**config.mk**
```make
export PLATFORM = sky130hd
export DESIGN_NAME = mc_controller_flat
export DESIGN_NICKNAME = d
export VERILOG_FILES = /design/src/rtl/mc_pkg.sv /design/src/rtl/mc_if.sv /design/src/rtl/mc_aludec.sv /design/src/rtl/mc_controller.sv /design/src/flat_wrapper.sv
export SDC_FILE = /design/constraint.sdc
export NUM_CORES = 1
export LEC_CHECK = 0
export CAP_MARGIN = 20
export CELL_PAD_IN_SITES_DETAIL_PLACEMENT = 1
export CELL_PAD_IN_SITES_GLOBAL_PLACEMENT = 1
export CORE_UTILIZATION = 27
export CTS_CLUSTER_SIZE = 28
export DETAILED_ROUTE_END_ITERATION = 7
export GPL_TIMING_DRIVEN = 1
export MAX_ROUTING_LAYER = met4
export PLACE_DENSITY = 0.86
export SETUP_SLACK_MARGIN = 0.05
export SLEW_MARGIN = 20
export SYNTH_ARGS = -nofsm -noshare
export SYNTH_HDL_FRONTEND = slang
export SYNTH_SLANG_ARGS = --single-unit
export TNS_END_PERCENT = 30
```
**constraint.sdc**
```tcl
create_clock -name clk -period 2.57 [get_ports clk]
set_clock_uncertainty 0.1 [all_clocks]
set_input_delay 0.6425 -clock clk [delete_from_list [all_inputs] [get_ports clk]]
set_output_delay 0.6425 -clock clk [all_outputs]
set_load 0.02 [all_outputs]
```
**src/rtl/mc_pkg.sv**
```systemverilog
// mc_pkg: shared encodings for the multicycle MIPS controller.
// Holds opcode/funct codes, the FSM state enum, the ALU-op class and the
// alucontrol / alusrcb / pcsrc select encodings.
// Optional feature macro MC_BNE_EN adds the BNEEX state.
package mc_pkg;

    localparam int unsigned OP_W    = 6;
    localparam int unsigned FUNCT_W = 6;
    localparam int unsigned ALUC_W  = 3;
    localparam int unsigned SEL_W   = 2;

    // Opcodes (instr[31:26])
    localparam logic [OP_W-1:0] OP_RTYPE = 6'b000000;
    localparam logic [OP_W-1:0] OP_J     = 6'b000010;
    localparam logic [OP_W-1:0] OP_BEQ   = 6'b000100;
    localparam logic [OP_W-1:0] OP_BNE   = 6'b000101;
    localparam logic [OP_W-1:0] OP_ADDI  = 6'b001000;
    localparam logic [OP_W-1:0] OP_LW    = 6'b100011;
    localparam logic [OP_W-1:0] OP_SW    = 6'b101011;

    // R-type funct codes (instr[5:0])
    localparam logic [FUNCT_W-1:0] F_ADD = 6'b100000;
    localparam logic [FUNCT_W-1:0] F_SUB = 6'b100010;
    localparam logic [FUNCT_W-1:0] F_AND = 6'b100100;
    localparam logic [FUNCT_W-1:0] F_OR  = 6'b100101;
    localparam logic [FUNCT_W-1:0] F_SLT = 6'b101010;

    // ALU control encodings
    localparam logic [ALUC_W-1:0] ALUC_ADD = 3'b010;
    localparam logic [ALUC_W-1:0] ALUC_SUB = 3'b110;
    localparam logic [ALUC_W-1:0] ALUC_AND = 3'b000;
    localparam logic [ALUC_W-1:0] ALUC_OR  = 3'b001;
    localparam logic [ALUC_W-1:0] ALUC_SLT = 3'b111;

    // ALU B operand select
    localparam logic [SEL_W-1:0] ALUB_B     = 2'b00;
    localparam logic [SEL_W-1:0] ALUB_FOUR  = 2'b01;
    localparam logic [SEL_W-1:0] ALUB_IMM   = 2'b10;
    localparam logic [SEL_W-1:0] ALUB_IMMSH = 2'b11;

    // Next-PC select
    localparam logic [SEL_W-1:0] PC_ALURES = 2'b00;
    localparam logic [SEL_W-1:0] PC_ALUOUT = 2'b01;
    localparam logic [SEL_W-1:0] PC_JUMP   = 2'b10;

    typedef enum logic [1:0] {
        ALUOP_ADD   = 2'b00,
        ALUOP_SUB   = 2'b01,
        ALUOP_FUNCT = 2'b10
    } aluop_t;

    typedef enum logic [3:0] {
        FETCH   = 4'd0,
        DECODE  = 4'd1,
        MEMADR  = 4'd2,
        MEMRD   = 4'd3,
        MEMWB   = 4'd4,
        MEMWR   = 4'd5,
        RTYPEEX = 4'd6,
        RTYPEWB = 4'd7,
        BEQEX   = 4'd8,
        ADDIEX  = 4'd9,
        ADDIWB  = 4'd10,
        JEX     = 4'd11
`ifdef MC_BNE_EN
        , BNEEX = 4'd12
`endif
    } state_t;

endpackage

```
**src/rtl/mc_if.sv**
```systemverilog
// mc_if: instruction-field/status inputs and control outputs between the
// multicycle controller (master) and the datapath (slave).
interface mc_if;
    import mc_pkg::*;

    logic [OP_W-1:0]    op;
    logic [FUNCT_W-1:0] funct;
    logic               zero;
    logic               memready;

    logic               iord;
    logic               memwrite;
    logic               irwrite;
    logic               regdst;
    logic               memtoreg;
    logic               regwrite;
    logic               alusrca;
    logic [SEL_W-1:0]   alusrcb;
    logic [SEL_W-1:0]   pcsrc;
    logic               pcen;
    logic [ALUC_W-1:0]  alucontrol;
    logic               illegal_op;

    modport master (
        input  op, funct, zero, memready,
        output iord, memwrite, irwrite, regdst, memtoreg, regwrite,
               alusrca, alusrcb, pcsrc, pcen, alucontrol, illegal_op
    );

    modport slave (
        output op, funct, zero, memready,
        input  iord, memwrite, irwrite, regdst, memtoreg, regwrite,
               alusrca, alusrcb, pcsrc, pcen, alucontrol, illegal_op
    );

endinterface

```
**src/rtl/mc_aludec.sv**
```systemverilog
// mc_aludec: combinational ALU decoder.
// Ports: aluop (class from FSM), funct (instr[5:0]) -> alucontrol,
//        bad_funct (set only for an unknown funct in the funct class).
module mc_aludec
    import mc_pkg::*;
(
    input  aluop_t             aluop,
    input  logic [FUNCT_W-1:0] funct,
    output logic [ALUC_W-1:0]  alucontrol,
    output logic               bad_funct
);

    always_comb begin
        alucontrol = ALUC_ADD;
        bad_funct  = 1'b0;
        case (aluop)
            ALUOP_SUB: alucontrol = ALUC_SUB;
            ALUOP_FUNCT: begin
                case (funct)
                    F_ADD:   alucontrol = ALUC_ADD;
                    F_SUB:   alucontrol = ALUC_SUB;
                    F_AND:   alucontrol = ALUC_AND;
                    F_OR:    alucontrol = ALUC_OR;
                    F_SLT:   alucontrol = ALUC_SLT;
                    // unknown funct still adds so the writeback is harmless
                    default: bad_funct  = 1'b1;
                endcase
            end
            default: alucontrol = ALUC_ADD;
        endcase
    end

endmodule

```
**src/rtl/mc_controller.sv**
```systemverilog
// mc_controller: multicycle MIPS control FSM (fetch/decode/execute/mem/wb).
// Ports: clk, reset (synchronous, active-high), bus (mc_if.master):
//   inputs op, funct, zero, memready; outputs register enables, mux selects,
//   alucontrol and the illegal_op pulse.
// Parameter USE_MEM_READY: 1 = memory states wait on memready, 0 = ignore it.
// Macro MC_BNE_EN: adds bne decode and the BNEEX state.
// Selects are decoded from state; strobes in memory states follow memready
// in the same cycle, and every strobe is forced low while reset is high.
module mc_controller
    import mc_pkg::*;
#(
    parameter bit USE_MEM_READY = 1'b1
)
(
    input  logic     clk,
    input  logic     reset,
    mc_if.master     bus
);

    state_t state;
    state_t state_next;
    aluop_t aluop;
    logic   mem_rdy;
    logic   op_bad;
    logic   bad_funct;
    logic   irwrite_s, pcen_s, memwrite_s, regwrite_s, illegal_s;

    assign mem_rdy = USE_MEM_READY ? bus.memready : 1'b1;

    // State register
    always_ff @(posedge clk) begin
        if (reset) state <= FETCH;
        else       state <= state_next;
    end

    // Next-state logic; also flags opcodes DECODE cannot dispatch
    always_comb begin
        state_next = FETCH;
        op_bad     = 1'b0;
        case (state)
            FETCH:  state_next = mem_rdy ? DECODE : FETCH;
            DECODE: begin
                case (bus.op)
                    OP_LW, OP_SW: state_next = MEMADR;
                    OP_RTYPE:     state_next = RTYPEEX;
                    OP_BEQ:       state_next = BEQEX;
`ifdef MC_BNE_EN
                    OP_BNE:       state_next = BNEEX;
`endif
                    OP_ADDI:      state_next = ADDIEX;
                    OP_J:         state_next = JEX;
                    default: begin
                        state_next = FETCH;
                        op_bad     = 1'b1;
                    end
                endcase
            end
            MEMADR: begin
                if (bus.op == OP_LW)      state_next = MEMRD;
                else if (bus.op == OP_SW) state_next = MEMWR;
                else                      state_next = FETCH;
            end
            MEMRD:   state_next = mem_rdy ? MEMWB : MEMRD;
            MEMWR:   state_next = mem_rdy ? FETCH : MEMWR;
            RTYPEEX: state_next = RTYPEWB;
            ADDIEX:  state_next = ADDIWB;
            default: state_next = FETCH;
        endcase
    end

    // Output decode
    always_comb begin
        bus.iord     = 1'b0;
        bus.regdst   = 1'b0;
        bus.memtoreg = 1'b0;
        bus.alusrca  = 1'b0;
        bus.alusrcb  = ALUB_B;
        bus.pcsrc    = PC_ALURES;
        aluop        = ALUOP_ADD;
        irwrite_s    = 1'b0;
        pcen_s       = 1'b0;
        memwrite_s   = 1'b0;
        regwrite_s   = 1'b0;
        illegal_s    = 1'b0;
        case (state)
            FETCH: begin
                bus.alusrcb = ALUB_FOUR;
                irwrite_s   = mem_rdy;
                pcen_s      = mem_rdy;
            end
            DECODE: begin
                bus.alusrcb = ALUB_IMMSH;
                illegal_s   = op_bad;
            end
            MEMADR: begin
                bus.alusrca = 1'b1;
                bus.alusrcb = ALUB_IMM;
            end
            MEMRD: bus.iord = 1'b1;
            MEMWB: begin
                bus.memtoreg = 1'b1;
                regwrite_s   = 1'b1;
            end
            MEMWR: begin
                bus.iord   = 1'b1;
                memwrite_s = mem_rdy;
            end
            RTYPEEX: begin
                bus.alusrca = 1'b1;
                aluop       = ALUOP_FUNCT;
                illegal_s   = bad_funct;
            end
            RTYPEWB: begin
                bus.regdst = 1'b1;
                regwrite_s = 1'b1;
            end
            BEQEX: begin
                bus.alusrca = 1'b1;
                aluop       = ALUOP_SUB;
                bus.pcsrc   = PC_ALUOUT;
                pcen_s      = bus.zero;
            end
`ifdef MC_BNE_EN
            BNEEX: begin
                bus.alusrca = 1'b1;
                aluop       = ALUOP_SUB;
                bus.pcsrc   = PC_ALUOUT;
                pcen_s      = ~bus.zero;
            end
`endif
            ADDIEX: begin
                bus.alusrca = 1'b1;
                bus.alusrcb = ALUB_IMM;
            end
            ADDIWB: regwrite_s = 1'b1;
            JEX: begin
                bus.pcsrc = PC_JUMP;
                pcen_s    = 1'b1;
            end
            default: ;
        endcase
    end

    // Reset suppresses every strobe, so an abandoned instruction writes nothing
    assign bus.irwrite    = irwrite_s  & ~reset;
    assign bus.pcen       = pcen_s     & ~reset;
    assign bus.memwrite   = memwrite_s & ~reset;
    assign bus.regwrite   = regwrite_s & ~reset;
    assign bus.illegal_op = illegal_s  & ~reset;

    mc_aludec u_aludec (
        .aluop      (aluop),
        .funct      (bus.funct),
        .alucontrol (bus.alucontrol),
        .bad_funct  (bad_funct)
    );

endmodule

```
**src/flat_wrapper.sv**
```systemverilog
// flat-port wrapper written by rule: the top's interface ports become plain ports
module mc_controller_flat import mc_pkg::*;
#(
    parameter bit USE_MEM_READY = 1'b1
)
  (clk, reset, bus_op, bus_funct, bus_zero, bus_memready, bus_iord, bus_memwrite, bus_irwrite, bus_regdst, bus_memtoreg, bus_regwrite, bus_alusrca, bus_alusrcb, bus_pcsrc, bus_pcen, bus_alucontrol, bus_illegal_op);
  mc_if bus_i ();
  input  logic clk;
  input  logic reset;
  input wire logic [$bits(bus_i.op)-1:0] bus_op;
  input wire logic [$bits(bus_i.funct)-1:0] bus_funct;
  input wire logic [$bits(bus_i.zero)-1:0] bus_zero;
  input wire logic [$bits(bus_i.memready)-1:0] bus_memready;
  output wire logic [$bits(bus_i.iord)-1:0] bus_iord;
  output wire logic [$bits(bus_i.memwrite)-1:0] bus_memwrite;
  output wire logic [$bits(bus_i.irwrite)-1:0] bus_irwrite;
  output wire logic [$bits(bus_i.regdst)-1:0] bus_regdst;
  output wire logic [$bits(bus_i.memtoreg)-1:0] bus_memtoreg;
  output wire logic [$bits(bus_i.regwrite)-1:0] bus_regwrite;
  output wire logic [$bits(bus_i.alusrca)-1:0] bus_alusrca;
  output wire logic [$bits(bus_i.alusrcb)-1:0] bus_alusrcb;
  output wire logic [$bits(bus_i.pcsrc)-1:0] bus_pcsrc;
  output wire logic [$bits(bus_i.pcen)-1:0] bus_pcen;
  output wire logic [$bits(bus_i.alucontrol)-1:0] bus_alucontrol;
  output wire logic [$bits(bus_i.illegal_op)-1:0] bus_illegal_op;
  assign bus_i.op = bus_op;
  assign bus_i.funct = bus_funct;
  assign bus_i.zero = bus_zero;
  assign bus_i.memready = bus_memready;
  assign bus_iord = bus_i.iord;
  assign bus_memwrite = bus_i.memwrite;
  assign bus_irwrite = bus_i.irwrite;
  assign bus_regdst = bus_i.regdst;
  assign bus_memtoreg = bus_i.memtoreg;
  assign bus_regwrite = bus_i.regwrite;
  assign bus_alusrca = bus_i.alusrca;
  assign bus_alusrcb = bus_i.alusrcb;
  assign bus_pcsrc = bus_i.pcsrc;
  assign bus_pcen = bus_i.pcen;
  assign bus_alucontrol = bus_i.alucontrol;
  assign bus_illegal_op = bus_i.illegal_op;
  mc_controller #(.USE_MEM_READY(USE_MEM_READY)) u_core (.clk(clk), .reset(reset), .bus(bus_i));
endmodule
```
==> impl_metrics.yaml <==
outcome:
  status: "complete, but fails checks"
  failed_checks: "setup timing"
floorplan:
  die_area_mm2: 0.002731
  die_h_um: 52.26
  core_area_mm2: 0.002297
  row_count: 17
  die_w_um: 52.26
  start_util_pct: 29.68
  io_pins: 32
power:
  p_leak_nw: 0.6314
  power.density_mw_per_mm2: 194.0
  peakVddDrop_v: 0.0001440
logic_synthesis:
  syn_inst: 104
  ys_ff_latch: 4
  yosys.area.top_type: "dfxtp_1"
  synthFlopType: "dfxtp_1"
  netlist_area_um2: 681.9
  yosysUniqueCellTypes: 40
  yosys_warnings: 0
  synth.avg_cell_area_um2: 6.557
  synth_common_cells: "nor2_1 (13), nand2_1 (9), nor3_1 (9)"
  synth_area_leaders: "dfxtp_1 (12%), nor2_1 (7.2%), nor3_1 (6.6%)"
  syn_nets: 123
  yosysMostFrequentCell: "nor2_1"
  yosysTopAreaCellShare_pct: 11.74
  synth-seq-area-share_pct: 11.74
  synth_edf_count: 0
  synthArstFlopShare_pct: 0
route:
  ant_nets: 0
  wire_per_inst_um: 17.26
  firstDrtPassIters: 6
  vias: 1051
  viasPerCell: 5.418
  drt_iter0_markers: 25
  wirelength_um: 3349
  drc: 0
cts:
  tritoncts: "done"
  clock_path_buffers: 2
  clkSlewWorstSetupHoldPaths_ns: 0.04
  cts_hold_buf: 0
  root_buffer: "clkbuf_4"
  insertion_delay_ns: 0.25
  clock-sinks: 4
  htreeDepth: 1
  cts_buffers: 3
timing:
  finalSetupViolCount: 1
  period_needed_ns: 2.657
  hold_viol: 0
  rsz0062_at_grt: "yes"
  fin_crit_sh_pct: 103.4
  whs_ns: 0.4828
  slew_viol_final: 0
  tightest_slew_ns: 0.3222
  setup_ws_ns: -0.08656
  setup_tns_ns: -0.08656
  max_freq_ghz: 0.3764
  maxSlewHeadroom_pct: 77.96
cells_and_area:
  fin_area_mm2: 0.001331
  largest_reg_flops: 4
  drive_gt1_share_pct: 43.37
  reg.largest.list: "u_core.state: 4 flops"
  area_delta_synth_final_pct: 95.23
  final_cells: 194
  layout.nets: 187
  insertedDiodeCount: 0
  fill_cells: 304
  top_register: "u_core.state"
global_route:
  antenna_found_initial: 0
  grt_pass1_wl_um: 5278
  grt.total_usage_pct: 27.69
  overflow: 0
  grt_max_degree: 11
  grt_pass1_vias: 1143
hold_path:
  hp-class: "flop to flop"
placement:
  dp.cells: 187
  placed_area_mm2: 0.001216
  place_congestion: 0.7644
  place_hpwl_um: 2420
  port_buffers: 31
  dp_slack_ns: -0.9376
critical_path:
  worstPathCellList: "buf_8 -> xor2_1 -> o211ai_1 -> or4b_4 -> a21oi_4 -> buf_6"
  start_kind: "primary input"
  cpPeakStageDelay_ns: 0.52
  cp.required_ns: 1.83
  worstPathMaxFanout: 2
  worst-path-buf-inv: 2
  critPathArrivalTime_ns: 1.91
  critPathKind: "primary input to output pin"
  slowest_stage: "or4b_4"
  endpoint_kind: "output pin"
  cp_top_family: "simple AND/OR/NAND/NOR gates"
flow_run:
  drv_cap: 0
-- area by class of cell --
type	instances	area (um^2)	share of cell area, %
Timing Repair Buffer	64	515.5	38.72
Sequential cell	4	86.33	6.485
Inverter	6	22.52	1.692
Multi-Input combinational cell	89	649.4	48.78
Tap cell	28	35.03	2.632
Clock buffer	3	22.52	1.692
-- timing repair --
action	CTS	global route
setup endpoints to repair	13	12
resized for setup	63	33
setup buffers	2	2
pin swaps	7	7
-- final timing paths --
| kind | start | cells past startpoint | to | slack, ns |
|---|---|---|---|---|
| worst min-delay path | u_core.state[3] | 2 | u_core.state[2] | 0.48 |
| worst min register to register | u_core.state[3] | 2 | u_core.state[2] | 0.48 |
| worst max register to register | u_core.state[2] | 5 | u_core.state[0] | 0.96 |
| worst max-delay path | bus_op[3] | 6 | bus_illegal_op | -0.09 |
-- per-stage QoR --
step | total power, mW | util [%]
2_1_floorplan | 0.1035 | -
3_3_place_gp | 0.1601 | 52.94
3_5_place_dp | 0.1649 | 52.94
4_1_cts | 0.2515 | 55.77
5_1_grt | 0.2717 | 57.95
6_report | 0.2583 | 57.95
-- cells by family (layout without fill, tap and decap cells) --
logic type	count (synthesis)	after routing	share of synthesized area [%]
flip-flops	4	4	11.74
multiplexers	1	1	1.651
XOR/XNOR	3	3	3.854
AO/OA/AOI/OAI	25	25	22.75
AND/OR/NAND/NOR	57	57	46.24
adder cells (fa/ha/maj)	3	3	5.505
buffers and inverters	11	73	8.256
-- where the power goes --
group,switching (mW),internal [mW]
Sequential,0.00221,0.0627
Clock,0.0325,0.0527
Combinational,0.0506,0.0576
Total,0.0853,0.173
-- placed cells by master (no fill, tap or decap), types with 2 or more instances in the layout --
master and instances:
clkdlybuf4s50_1 5, a21oi_1 5, dfxtp_2 2, clkbuf_4 3
nor2_1 11, ha_1 2, xor2_1 2, nor3_1 8
dlygate4sd2_1 10, inv_1 6, dlymetal6s2s_1 2, a31oi_1 2
or3_4 2, clkbuf_2 6, nand3b_1 2, o21ai_0 7
nand2b_4 3, nor2b_1 3, buf_6 2, nor2_4 2
buf_4 36, nand2b_1 2, nand2_1 8
-- layer usage --
layer | track usage [%] | up-vias | part of all wire (%)
met4 | 11.84 | 0 | 4.2
met5 | - | - | 0
met1 | 27.73 | 495 | 38
li1 | - | 494 | -
met3 | 4.058 | 18 | 4.8
met2 | 52.78 | 44 | 53
-- worst register-to-register path, stage by stage (launching register included) --
cell and delay (ns):
dfxtp_2 0.35, or2_4 0.26, buf_4 0.16, nor3_1 0.30, nand2_1 0.12, a41oi_1 0.22
Note: power is estimated with default switching activity, not from simulation.
